## config.mk

```make
export PLATFORM = sky130hd
export DESIGN_NAME = sc_score_engine_flat
export DESIGN_NICKNAME = d
export VERILOG_FILES = /design/src/rtl/sc_pkg.sv /design/src/rtl/sc_score_engine_if.sv /design/src/rtl/sc_rr_arbiter.sv /design/src/rtl/sc_score_engine.sv /design/src/flat_wrapper.sv
export SDC_FILE = /design/constraint.sdc
export NUM_CORES = 1
export LEC_CHECK = 0
export ABC_AREA = 1
export CELL_PAD_IN_SITES_DETAIL_PLACEMENT = 0
export CELL_PAD_IN_SITES_GLOBAL_PLACEMENT = 1
export CORE_MARGIN = 5
export CORE_UTILIZATION = 43
export CTS_BUF_LIST = sky130_fd_sc_hd__clkbuf_4
export DETAILED_ROUTE_END_ITERATION = 8
export PLACE_DENSITY_LB_ADDON = 0.08
export SYNTH_ARGS = -nofsm -noshare
export SYNTH_HDL_FRONTEND = slang
export SYNTH_HIERARCHICAL = 1
export SYNTH_SLANG_ARGS = --single-unit
```

## constraint.sdc

```tcl
create_clock -name clk -period 9.3 [get_ports clk]
set_input_delay 2.79 -clock clk [delete_from_list [all_inputs] [get_ports clk]]
set_output_delay 2.79 -clock clk [all_outputs]
set_load 0.005 [all_outputs]
```

## src/rtl/sc_pkg.sv

```systemverilog
// sc_pkg: shared types and helpers for the score engine.
//   grade_e        - MISS / OK / GOOD / PERFECT encoding (matches the grade port)
//   PTS_*          - base points per grade; EARLY_PENALTY for early GOOD/OK hits
//   signed_dt()    - song_time - hit_time taken mod 2^tw, returned sign-extended
//   grade_points() - base points for a grade
// Optional feature macro used by the engine: SC_EARLY_LATE_EN.
package sc_pkg;

  typedef enum logic [1:0] {
    GR_MISS    = 2'd0,
    GR_OK      = 2'd1,
    GR_GOOD    = 2'd2,
    GR_PERFECT = 2'd3
  } grade_e;

  localparam int         PTS_W         = 7;
  localparam logic [6:0] PTS_PERFECT   = 7'd100;
  localparam logic [6:0] PTS_GOOD      = 7'd50;
  localparam logic [6:0] PTS_OK        = 7'd20;
  localparam logic [6:0] PTS_MISS      = 7'd0;
  localparam logic [6:0] EARLY_PENALTY = 7'd10;

  // The subtraction wraps at 2^tw, then bit tw-1 is treated as the sign by
  // shifting it up to bit 31 and arithmetic-shifting back down.
  function automatic logic signed [31:0] signed_dt(input logic [31:0] now_t,
                                                   input logic [31:0] sched_t,
                                                   input int          tw);
    logic [31:0] diff;
    diff = now_t - sched_t;
    return $signed(diff << (32 - tw)) >>> (32 - tw);
  endfunction

  function automatic logic [6:0] grade_points(input grade_e g);
    case (g)
      GR_PERFECT: return PTS_PERFECT;
      GR_GOOD:    return PTS_GOOD;
      GR_OK:      return PTS_OK;
      default:    return PTS_MISS;
    endcase
  endfunction

endpackage

```

## src/rtl/sc_score_engine_if.sv

```systemverilog
// sc_score_engine_if: event and score bundle between the note matcher / AV
// block (master) and the scoring engine (slave).
//   pause, song_time, hit_valid, hit_time, miss    : master -> engine
//   score, streak, mult, grade_valid, grade,
//   grade_ch, early, overflow                      : engine -> master
interface sc_score_engine_if #(
  parameter int N_CH = 5,
  parameter int TW   = 16,
  parameter int SW   = 32
);
  logic                 pause;
  logic [TW-1:0]        song_time;
  logic [N_CH-1:0]      hit_valid;
  logic [N_CH*TW-1:0]   hit_time;
  logic [N_CH-1:0]      miss;
  logic [SW-1:0]        score;
  logic [15:0]          streak;
  logic [2:0]           mult;
  logic                 grade_valid;
  logic [1:0]           grade;
  logic [2:0]           grade_ch;
  logic                 early;
  logic                 overflow;

  modport master (
    output pause, song_time, hit_valid, hit_time, miss,
    input  score, streak, mult, grade_valid, grade, grade_ch, early, overflow
  );

  modport slave (
    input  pause, song_time, hit_valid, hit_time, miss,
    output score, streak, mult, grade_valid, grade, grade_ch, early, overflow
  );
endinterface

```

## src/rtl/sc_rr_arbiter.sv

```systemverilog
// sc_rr_arbiter: round-robin arbiter over N request lines.
//   clk, rst  - clock, asynchronous active-high reset
//   pause     - suppresses all grants while high
//   req       - request vector (one bit per fret)
//   gnt       - one-hot grant (combinational)
//   gnt_idx   - encoded index of the grant
//   gnt_valid - a grant is issued this cycle
// The search starts at ptr_reg; after a grant the pointer moves to grant+1.
module sc_rr_arbiter #(
  parameter int N = 5
) (
  input  logic         clk,
  input  logic         rst,
  input  logic         pause,
  input  logic [N-1:0] req,
  output logic [N-1:0] gnt,
  output logic [2:0]   gnt_idx,
  output logic         gnt_valid
);

  logic [2:0] ptr_reg;

  always_comb begin
    int idx;
    gnt       = '0;
    gnt_idx   = '0;
    gnt_valid = 1'b0;
    idx       = 0;
    if (!pause) begin
      for (int k = 0; k < N; k++) begin
        idx = int'(ptr_reg) + k;
        if (idx >= N) idx = idx - N;
        if (!gnt_valid && req[idx]) begin
          gnt_valid = 1'b1;
          gnt[idx]  = 1'b1;
          gnt_idx   = 3'(idx);
        end
      end
    end
  end

  always_ff @(posedge clk or posedge rst) begin
    if (rst) begin
      ptr_reg <= 3'd0;
    end else if (gnt_valid) begin
      ptr_reg <= (int'(gnt_idx) == N - 1) ? 3'd0 : gnt_idx + 3'd1;
    end
  end

endmodule

```

## src/rtl/sc_score_engine.sv

```systemverilog
// sc_score_engine: per-fret hit/miss capture, round-robin serialisation and a
// two-stage grade/score pipeline.
//   clk, rst - 100 MHz clock, asynchronous active-high reset
//   bus      - sc_score_engine_if.slave: pause, song_time, hit_valid, hit_time,
//              miss in; score, streak, mult, grade_valid, grade, grade_ch,
//              early, overflow out
// Event sampled at edge k -> pending at k, S1 at k+1, S2 at k+2, outputs at k+3.
// Optional feature: define SC_EARLY_LATE_EN to store the dt sign, drive early
// and take EARLY_PENALTY off early GOOD/OK hits; otherwise early is 0.
module sc_score_engine
  import sc_pkg::*;
#(
  parameter int N_CH        = 5,
  parameter int TW          = 16,
  parameter int SW          = 32,
  parameter int WIN_PERFECT = 8,
  parameter int WIN_GOOD    = 24,
  parameter int WIN_OK      = 48,
  parameter int STREAK_STEP = 10,
  parameter int MAX_MULT    = 4
) (
  input logic              clk,
  input logic              rst,
  sc_score_engine_if.slave bus
);

  // |dt| is saturated to 2^(TW-1)-1, so TW-1 bits hold it.
  localparam int            MW      = TW - 1;
  localparam logic [MW-1:0] MAG_MAX = {MW{1'b1}};

  // ---------------- capture buffers ----------------
  logic [N_CH-1:0] pend_reg;
  logic [N_CH-1:0] kmiss_reg;
  logic [MW-1:0]   mag_reg [N_CH];
  logic [MW-1:0]   cap_mag [N_CH];
  logic [N_CH-1:0] ev;
  logic [N_CH-1:0] drop;
  logic [N_CH-1:0] gnt;
  logic [2:0]      gnt_idx;
  logic            gnt_valid;
`ifdef SC_EARLY_LATE_EN
  logic [N_CH-1:0] cap_neg;
  logic [N_CH-1:0] neg_reg;
`endif

  generate
    for (genvar gi = 0; gi < N_CH; gi++) begin : g_cap
      logic signed [31:0] sdt;
      logic [32:0]        mag33;
      assign sdt   = signed_dt(32'(bus.song_time), 32'(bus.hit_time[gi*TW +: TW]), TW);
      // Negating the 33-bit sign extension keeps |-2^31| representable.
      assign mag33 = sdt[31] ? -{sdt[31], sdt} : {1'b0, sdt};
      assign cap_mag[gi] = (mag33 > 33'(MAG_MAX)) ? MAG_MAX : mag33[MW-1:0];
      assign ev[gi]      = bus.hit_valid[gi] | bus.miss[gi];
      // Lost events: a miss colliding with a hit, or anything landing on a
      // still-occupied buffer that is not being drained this cycle.
      assign drop[gi]    = (bus.hit_valid[gi] & bus.miss[gi]) |
                           (ev[gi] & pend_reg[gi] & ~gnt[gi]);
`ifdef SC_EARLY_LATE_EN
      assign cap_neg[gi] = sdt[31];
`endif
    end
  endgenerate

  always_ff @(posedge clk or posedge rst) begin
    if (rst) begin
      pend_reg  <= '0;
      kmiss_reg <= '0;
      for (int i = 0; i < N_CH; i++) mag_reg[i] <= '0;
`ifdef SC_EARLY_LATE_EN
      neg_reg   <= '0;
`endif
    end else begin
      for (int i = 0; i < N_CH; i++) begin
        if (ev[i] && (!pend_reg[i] || gnt[i])) begin
          // Hit wins over a same-cycle miss; a granted slot refills directly.
          pend_reg[i]  <= 1'b1;
          mag_reg[i]   <= cap_mag[i];
          kmiss_reg[i] <= ~bus.hit_valid[i];
`ifdef SC_EARLY_LATE_EN
          neg_reg[i]   <= cap_neg[i] & bus.hit_valid[i];
`endif
        end else if (gnt[i]) begin
          pend_reg[i] <= 1'b0;
        end
      end
    end
  end

  sc_rr_arbiter #(.N(N_CH)) u_arb (
    .clk       (clk),
    .rst       (rst),
    .pause     (bus.pause),
    .req       (pend_reg),
    .gnt       (gnt),
    .gnt_idx   (gnt_idx),
    .gnt_valid (gnt_valid)
  );

  // ---------------- S1: granted event ----------------
  logic [MW-1:0] sel_mag;
  logic          sel_miss;
  logic          s1_valid_reg;
  logic [MW-1:0] s1_mag_reg;
  logic          s1_miss_reg;
  logic [2:0]    s1_ch_reg;
`ifdef SC_EARLY_LATE_EN
  logic          sel_neg;
  logic          s1_neg_reg;
`endif

  always_comb begin
    sel_mag  = '0;
    sel_miss = 1'b0;
`ifdef SC_EARLY_LATE_EN
    sel_neg  = 1'b0;
`endif
    for (int i = 0; i < N_CH; i++) begin
      if (gnt[i]) begin
        sel_mag  = mag_reg[i];
        sel_miss = kmiss_reg[i];
`ifdef SC_EARLY_LATE_EN
        sel_neg  = neg_reg[i];
`endif
      end
    end
  end

  always_ff @(posedge clk or posedge rst) begin
    if (rst) begin
      s1_valid_reg <= 1'b0;
      s1_mag_reg   <= '0;
      s1_miss_reg  <= 1'b0;
      s1_ch_reg    <= 3'd0;
`ifdef SC_EARLY_LATE_EN
      s1_neg_reg   <= 1'b0;
`endif
    end else begin
      s1_valid_reg <= gnt_valid;
      s1_mag_reg   <= sel_mag;
      s1_miss_reg  <= sel_miss;
      s1_ch_reg    <= gnt_idx;
`ifdef SC_EARLY_LATE_EN
      s1_neg_reg   <= sel_neg;
`endif
    end
  end

  // ---------------- S2: classification and base points ----------------
  grade_e     cls_next;
  logic [6:0] pts_next;
  logic       s2_valid_reg;
  grade_e     s2_grade_reg;
  logic [2:0] s2_ch_reg;
  logic [6:0] s2_pts_reg;
`ifdef SC_EARLY_LATE_EN
  logic       s2_early_reg;
`endif

  always_comb begin
    if (s1_miss_reg || (s1_mag_reg > MW'(WIN_OK)))
      cls_next = GR_MISS;
    else if (s1_mag_reg <= MW'(WIN_PERFECT))
      cls_next = GR_PERFECT;
    else if (s1_mag_reg <= MW'(WIN_GOOD))
      cls_next = GR_GOOD;
    else
      cls_next = GR_OK;
    pts_next = grade_points(cls_next);
`ifdef SC_EARLY_LATE_EN
    if (s1_neg_reg && (cls_next == GR_GOOD || cls_next == GR_OK))
      pts_next = pts_next - EARLY_PENALTY;
`endif
  end

  always_ff @(posedge clk or posedge rst) begin
    if (rst) begin
      s2_valid_reg <= 1'b0;
      s2_grade_reg <= GR_MISS;
      s2_ch_reg    <= 3'd0;
      s2_pts_reg   <= '0;
`ifdef SC_EARLY_LATE_EN
      s2_early_reg <= 1'b0;
`endif
    end else begin
      s2_valid_reg <= s1_valid_reg;
      s2_grade_reg <= cls_next;
      s2_ch_reg    <= s1_ch_reg;
      s2_pts_reg   <= pts_next;
`ifdef SC_EARLY_LATE_EN
      s2_early_reg <= s1_neg_reg;
`endif
    end
  end

  // ---------------- score / streak / multiplier ----------------
  logic [SW-1:0] score_reg;
  logic [15:0]   streak_reg;
  logic [15:0]   step_reg;
  logic [2:0]    mult_reg;
  logic          gv_reg;
  logic [1:0]    grade_reg;
  logic [2:0]    gch_reg;
  logic          ovf_reg;
  logic [9:0]    add_pts;
  logic [SW:0]   sum;
`ifdef SC_EARLY_LATE_EN
  logic          early_reg;
`endif

  // Scaled by the multiplier in force before this event updates it.
  assign add_pts = 10'(s2_pts_reg) * 10'(mult_reg);
  assign sum     = {1'b0, score_reg} + (SW+1)'(add_pts);

  always_ff @(posedge clk or posedge rst) begin
    if (rst) begin
      score_reg  <= '0;
      streak_reg <= 16'd0;
      step_reg   <= 16'd0;
      mult_reg   <= 3'd1;
      gv_reg     <= 1'b0;
      grade_reg  <= 2'd0;
      gch_reg    <= 3'd0;
      ovf_reg    <= 1'b0;
`ifdef SC_EARLY_LATE_EN
      early_reg  <= 1'b0;
`endif
    end else begin
      gv_reg <= s2_valid_reg;
      if (|drop) ovf_reg <= 1'b1;
      if (s2_valid_reg) begin
        grade_reg <= s2_grade_reg;
        gch_reg   <= s2_ch_reg;
`ifdef SC_EARLY_LATE_EN
        early_reg <= s2_early_reg;
`endif
        score_reg <= sum[SW] ? '1 : sum[SW-1:0];
        if (s2_grade_reg == GR_MISS) begin
          streak_reg <= 16'd0;
          step_reg   <= 16'd0;
          mult_reg   <= 3'd1;
        end else begin
          if (streak_reg != 16'hFFFF) streak_reg <= streak_reg + 16'd1;
          if (step_reg == 16'(STREAK_STEP - 1)) begin
            step_reg <= 16'd0;
            if (mult_reg < 3'(MAX_MULT)) mult_reg <= mult_reg + 3'd1;
          end else begin
            step_reg <= step_reg + 16'd1;
          end
        end
      end
    end
  end

  assign bus.score       = score_reg;
  assign bus.streak      = streak_reg;
  assign bus.mult        = mult_reg;
  assign bus.grade_valid = gv_reg;
  assign bus.grade       = grade_reg;
  assign bus.grade_ch    = gch_reg;
  assign bus.overflow    = ovf_reg;
`ifdef SC_EARLY_LATE_EN
  assign bus.early       = early_reg;
`else
  assign bus.early       = 1'b0;
`endif

endmodule

```

## src/flat_wrapper.sv

```systemverilog
// flat-port wrapper written by rule: the top's interface ports become plain ports
module sc_score_engine_flat import sc_pkg::*;
#(
  parameter int N_CH        = 5,
  parameter int TW          = 16,
  parameter int SW          = 32,
  parameter int WIN_PERFECT = 8,
  parameter int WIN_GOOD    = 24,
  parameter int WIN_OK      = 48,
  parameter int STREAK_STEP = 10,
  parameter int MAX_MULT    = 4
)
  (clk, rst, bus_pause, bus_song_time, bus_hit_valid, bus_hit_time, bus_miss, bus_score, bus_streak, bus_mult, bus_grade_valid, bus_grade, bus_grade_ch, bus_early, bus_overflow);
  sc_score_engine_if #(.N_CH(N_CH), .TW(TW), .SW(SW)) bus_i ();
  input logic clk;
  input logic rst;
  input wire logic [$bits(bus_i.pause)-1:0] bus_pause;
  input wire logic [$bits(bus_i.song_time)-1:0] bus_song_time;
  input wire logic [$bits(bus_i.hit_valid)-1:0] bus_hit_valid;
  input wire logic [$bits(bus_i.hit_time)-1:0] bus_hit_time;
  input wire logic [$bits(bus_i.miss)-1:0] bus_miss;
  output wire logic [$bits(bus_i.score)-1:0] bus_score;
  output wire logic [$bits(bus_i.streak)-1:0] bus_streak;
  output wire logic [$bits(bus_i.mult)-1:0] bus_mult;
  output wire logic [$bits(bus_i.grade_valid)-1:0] bus_grade_valid;
  output wire logic [$bits(bus_i.grade)-1:0] bus_grade;
  output wire logic [$bits(bus_i.grade_ch)-1:0] bus_grade_ch;
  output wire logic [$bits(bus_i.early)-1:0] bus_early;
  output wire logic [$bits(bus_i.overflow)-1:0] bus_overflow;
  assign bus_i.pause = bus_pause;
  assign bus_i.song_time = bus_song_time;
  assign bus_i.hit_valid = bus_hit_valid;
  assign bus_i.hit_time = bus_hit_time;
  assign bus_i.miss = bus_miss;
  assign bus_score = bus_i.score;
  assign bus_streak = bus_i.streak;
  assign bus_mult = bus_i.mult;
  assign bus_grade_valid = bus_i.grade_valid;
  assign bus_grade = bus_i.grade;
  assign bus_grade_ch = bus_i.grade_ch;
  assign bus_early = bus_i.early;
  assign bus_overflow = bus_i.overflow;
  sc_score_engine #(.N_CH(N_CH), .TW(TW), .SW(SW), .WIN_PERFECT(WIN_PERFECT), .WIN_GOOD(WIN_GOOD), .WIN_OK(WIN_OK), .STREAK_STEP(STREAK_STEP), .MAX_MULT(MAX_MULT)) u_core (.clk(clk), .rst(rst), .bus(bus_i));
endmodule
```

==> flow_summary.toml, run 1 <==
[clock_tree]
cts_hold_repair.buffers = 0
cts_tree = "done"
cts_max_level = 4
cts-root-buf = "clkbuf_4"
cts.reportedPaths.clkPinSlew_ps = 200
cts_made_buffers = 17
clock_path_buffers = 2
post_cts_buffers = 0
cts.sinks = 192
clk_latency_ps = 560
cts_resized = 0

[layout]
synthToLayoutAreaGrowth_pct = 13.4
mostFrequentLayoutCells = "nand2_1 (896), inv_1 (474), nor2_1 (336), nand3_1 (223), dfrtp_1 (191)"
layoutNonFillerInstCount = 3697
layout_commonest_cell = "nand2_1"
layout.nets = 3341
largest_reg_flops = 75
drive_gt1_frac = 0.0682

[global_route]
grt_pass1_vias = 17700
antenna_found_initial = 2
grt_pass1_wl_mm = 89.0
overflow = 0
grt_start_max_net_pins = 131
track_usage = 0.227

[logic_synthesis]
syn_avg_cell_area_sq_um = 6.36
synth_ff_type = "dfrtp_1"
ys_seq_area_frac = 0.256
syn_nets = 3195
synthCells = 2950
syn_area_sq_mm = 0.0188
synthDistinctLibCells = 59
synth-seq-cells = 192
synth_edf_count = 0
yosysWarnings = 6
synthArstFlopShare = 1.00

[critical_path]
cpPeakStageDelay_ps = 850
cp-end-kind = "register"
crit_slowest_cell = "nor2_1"
cp-start-kind = "register"
critical_path.max_fanout = 19
worstPathRequired_ps = 9720
critPathKind = "reg -> reg"
cp.arrival_ps = 6690

[detailed_routing]
vias = 18600
viasPerCell = 5.04
dr.pass1.iters = 5
wire_per_inst_microns = 15.0
drc = 0
drtAntennaViolNets = 0
wl_mm = 55.3
drt_iter0_drc = 1260

[timing]
finalSetupViolCount = 0
relSlewSlack = 0.257
rsz0062_at_grt = "false"
hold_viol = 0
whs_ps = 369
final.period_utilization = 0.674
fin_skew_ps = 36.0
fin_tns_setup_ps = 0
drv_slew = 0
min_period_ps = 6270
max_freq_mhz = 160
tightestPinTransition_ps = 1110

[place]
port_buffers = 166
hpwl_mm = 44.7
finalWeightedCongestion = 0.924
dp.cells = 3662

[floorplan]
die_area_sq_mm = 0.0479
pin_count = 168
fp-row-count = 76
initial_core_util = 0.435
die_h_microns = 219
die_w_microns = 219
coreArea_sq_mm = 0.0431

[flow_run]
drv_cap = 0

[min_path]
min_path_type = "reg -> reg"

[power]
p_per_area_mw_per_mm2 = 221
peakVddDrop_v = 0.000121
leakage_nw = 11.2

[outcome]
status = "finished, final reports clean"
[logic make-up (layout without fill, tap and decap cells)]
kind of cell / Yosys count / count (layout) / synth area share
XOR/XNOR: 70 / 70 / 0.0327
AND/OR/NAND/NOR: 1697 / 1697 / 0.396
other: 1 / 4 / 0.000200
buffers and inverters: 540 / 699 / 0.113
adder cells (fa/ha/maj): 136 / 136 / 0.0963
AO/OA/AOI/OAI: 314 / 314 / 0.105
flip-flops: 192 / 192 / 0.256
[report_power, final]
part | internal, W | switching, W | leakage (nW) | total [W]
clock | 0.000130 | 0.000334 | 0.158 | 0.000464
combinational | 0.00101 | 0.00194 | 8.61 | 0.00295
sequential | 0.00110 | 0.000184 | 2.38 | 0.00128
[area by class of cell]
| class | instances | area [sq um] |
|---|---|---|
| fill | 4464 | 21800 |
| inverter | 492 | 1850 |
| clock buffer | 18 | 135 |
| clock inverter | 14 | 166 |
| tap | 585 | 732 |
| sequential | 192 | 4810 |
| timing repair buffer | 175 | 1730 |
| antenna | 3 | 7.51 |
| multi-input combinational | 2218 | 11800 |
[final timing paths]
path,start,to,slack (ps),cells after the start
setup / recovery,u_core/u_arb/ptr_reg[0],u_core/mag_reg[27],3030,26
hold / removal,u_core/s1_ch_reg[0],u_core/s2_ch_reg[0],370,0
setup reg to reg,u_core/u_arb/ptr_reg[0],u_core/mag_reg[27],3030,26
hold reg to reg,u_core/s1_ch_reg[0],u_core/s2_ch_reg[0],370,0
max in group asynchronous,rst,u_core/s2_pts_reg[5],5140,3
min in group asynchronous,rst,u_core/u_arb/ptr_reg[1],2540,2
[cell usage after synthesis, types with 6 or more instances]
cell type	count	area share
nand3_1	223	0.060
buf_4	9	0.0036
a21oi_2	27	0.013
dfrtp_1	191	0.25
a211oi_1	8	0.0032
a21oi_1	109	0.029
a22oi_2	10	0.0067
o21ai_0	74	0.020
o31ai_1	18	0.0072
nand2_1	896	0.18
nand3_4	7	0.0065
nor3_1	42	0.011
a21boi_0	6	0.0024
a22oi_1	18	0.0072
xnor2_1	20	0.0093
inv_2	15	0.0030
nor2_1	336	0.067
ha_1	122	0.081
a31oi_1	10	0.0033
buf_6	7	0.0042
nand3_2	12	0.0064
clkbuf_1	26	0.0052
nand2_2	43	0.014
o21ai_1	6	0.0016
nor2_2	27	0.0090
nand4_1	51	0.017
nand3b_1	22	0.0088
nor2_4	8	0.0048
fa_1	14	0.015
inv_1	475	0.095
nor4_1	12	0.0040
xor2_1	50	0.023
[per-stage QoR]
step / utilization / total power (W) / setup WS [ps] / instance area [sq um]
after floorplan: - / 0.00348 / 1370 / 18800
after detailed placement: 0.487 / 0.00424 / 2570 / 21000
after global routing: 0.494 / 0.00517 / 2460 / 21300
final: 0.494 / 0.00470 / 3030 / 21300
after global placement: 0.487 / 0.00418 / 2640 / 21000
after CTS: 0.494 / 0.00471 / 3040 / 21300
[worst max-delay path: cells and delay by family (launching register included)]
kind / cells / cell delay, ps
buf+inv: 8 / 1900
compound gates: 5 / 790
simple gates: 11 / 2060
fa+ha+maj: 2 / 550
flops: 1 / 770
[per-layer routing]
layer,up-vias,track usage,part of all wire
li1,9645,-,-
met3,45,0.0195,0.038
met4,2,0.0477,0.016
met5,-,0,0.00023
met1,8557,0.303,0.46
met2,372,0.402,0.49
(Power assumes the default switching activity.)
==> inputs of run 2 (changes only) <==
Settings changed: CORE_UTILIZATION 43 to 39.
Clock period 9.3 ns to 5.7 ns, I/O delays scaled along.
==> flow_summary.toml, run 2 (synthesis gave the netlist of run 1 again) <==
[clock_tree]
clock_path_buffers = 2
cts-root-buf = "clkbuf_4"
post_cts_buffers = 0
cts.reportedPaths.clkPinSlew_ps = 160
cts_resized = 0
cts_hold_repair.buffers = 0
cts_tree = "done"
cts_max_level = 4
cts_made_buffers = 17
cts.sinks = 192
clk_latency_ps = 590

[layout]
largest_reg_flops = 75
mostFrequentLayoutCells = "nand2_1 (896), inv_1 (474), nor2_1 (336), nand3_1 (223), dfrtp_1 (191)"
layoutNonFillerInstCount = 3739
drive_gt1_frac = 0.0720
synthToLayoutAreaGrowth_pct = 14.0
layout_commonest_cell = "nand2_1"
layout.nets = 3355

[detailed_routing]
routed.top_layer = "met4"
m1WireLength_mm = 26.7
drt_iter0_drc = 1064
drtAntennaViolNets = 0
vias = 18700
wl_mm = 57.4
wire_per_inst_microns = 15.4
viasPerCell = 5.00
dr_wl_met3_mm = 1.68
dr.pass1.iters = 6
drc = 0
route.met2.wl_mm = 27.8

[global_route]
track_usage = 0.215
grt_pass1_wl_mm = 93.5
overflow = 0
grt_start_max_net_pins = 94
grt_pass1_vias = 18100
antenna_found_initial = 1

[timing]
finalSetupViolCount = 0
drv_slew = 0
min_period_ps = 4950
max_freq_mhz = 202
relSlewSlack = 0.342
fin_skew_ps = 37.7
tightestPinTransition_ps = 985
hold_viol = 0
rsz0062_at_grt = "false"
fin_tns_setup_ps = 0
final.period_utilization = 0.869

[place]
dp.cells = 3706
port_buffers = 166
finalWeightedCongestion = 0.875
hpwl_mm = 46.9

[critical_path]
worst-path-buf-inv = 6
cp.arrival_ps = 5420
cp-startpoint = "u_core/u_arb/ptr_reg[1]"
worstPathRequired_ps = 6170
critPathKind = "reg -> reg"
cp-end-kind = "register"
cp-start-kind = "register"
crit_slowest_cell = "dfrtp_1"
cpPeakStageDelay_ps = 510
r2r_start = "u_core/u_arb/ptr_reg[1]"
critical_path.max_fanout = 18
cp_top_family = "simple AND/OR/NAND/NOR gates"
cpMostUsedCell = "nor2_1"

[power]
pwr-share-comb = 0.636
swShare = 0.517
p_clk_frac = 0.093
peakVddDrop_v = 0.000181
internal_power_w = 0.00371
leakage_nw = 11.2
p_sw_w = 0.00398
sequentialPowerShare = 0.271
p_per_area_mw_per_mm2 = 360

[flow_run]
drv_cap = 0

[min_path]
worstHoldStart = "u_core/s1_valid_reg"
min_path_type = "reg -> reg"

[floorplan]
die_h_microns = 229
pin_count = 168
coreArea_sq_mm = 0.0476
die_area_sq_mm = 0.0526
fp-row-count = 80
die_w_microns = 229
initial_core_util = 0.394

[outcome]
status = "finished, final reports clean"
==> run 2: changes by cell type in the layout (fill, tap and decap cells not counted), moves of 3 or more <==
cell | before | now
buf_4 | 9 | 21
clkinv_8 | 4 | 0
inv_8 | 4 | 0
clkinvlp_4 | 1 | 4
==> run 2: path summary, 6_finish.rpt <==
check,endpoint,slack (ps),cells past startpoint
setup / recovery,u_core/s1_mag_reg[12],750,26
hold / removal,u_core/s2_valid_reg,370,0
setup reg to reg,u_core/s1_mag_reg[12],750,26
hold reg to reg,u_core/s2_valid_reg,370,0
max in group asynchronous,u_core/mag_reg[60],3390,3
min in group asynchronous,u_core/u_arb/ptr_reg[0],1360,2
==> run 2: cell type report <==
cell class | count | area [sq um]
Sequential cell | 192 | 4810
Clock buffer | 20 | 150
Timing Repair Buffer | 189 | 1860
Clock inverter | 12 | 110
Inverter | 492 | 1850
Antenna cell | 1 | 2.50
Multi-Input combinational cell | 2218 | 11800
Fill cell | 5120 | 26300
Tap cell | 615 | 769
==> run 2: metal layers <==
metal,up-vias,track usage
met4,0,0.0489
met1,8668,0.289
met3,40,0.0191
li1,9671,-
met2,319,0.377
met5,-,0
==> run 2: power by group through the flow <==
| stage | clock [W] | sequential [W] | combinational, W |
|---|---|---|---|
| floorplan | 0 | 0.00201 | 0.00367 |
| global placement | 0 | 0.00211 | 0.00481 |
| detailed placement | 0 | 0.00212 | 0.00487 |
| CTS | 0.000746 | 0.00209 | 0.00490 |
| global route | 0.000807 | 0.00213 | 0.00554 |
| finish | 0.000717 | 0.00208 | 0.00489 |
==> run 2: worst register-to-register path, delay by kind of cell (launching register included) <==
family                   cells  cell delay [ps]
AND/OR/NAND/NOR             13             1510
buffers and inverters        6             1290
AO/OA/AOI/OAI                5              920
adder cells (fa/ha/maj)      2              580
flip-flops                   1              510
==> run 2: metrics by stage <==
step / worst slack (ps) / power, W / hold WS, ps / utilization / cell area, sq um
2_1_floorplan: 1560 / 0.00568 / 331 / - / 18800
3_3_place_gp: 631 / 0.00692 / 336 / 0.443 / 21100
3_5_place_dp: 635 / 0.00700 / 336 / 0.443 / 21100
4_1_cts: 735 / 0.00773 / 369 / 0.449 / 21400
5_1_grt: 324 / 0.00848 / 382 / 0.449 / 21400
6_report: 749 / 0.00769 / 365 / 0.449 / 21400
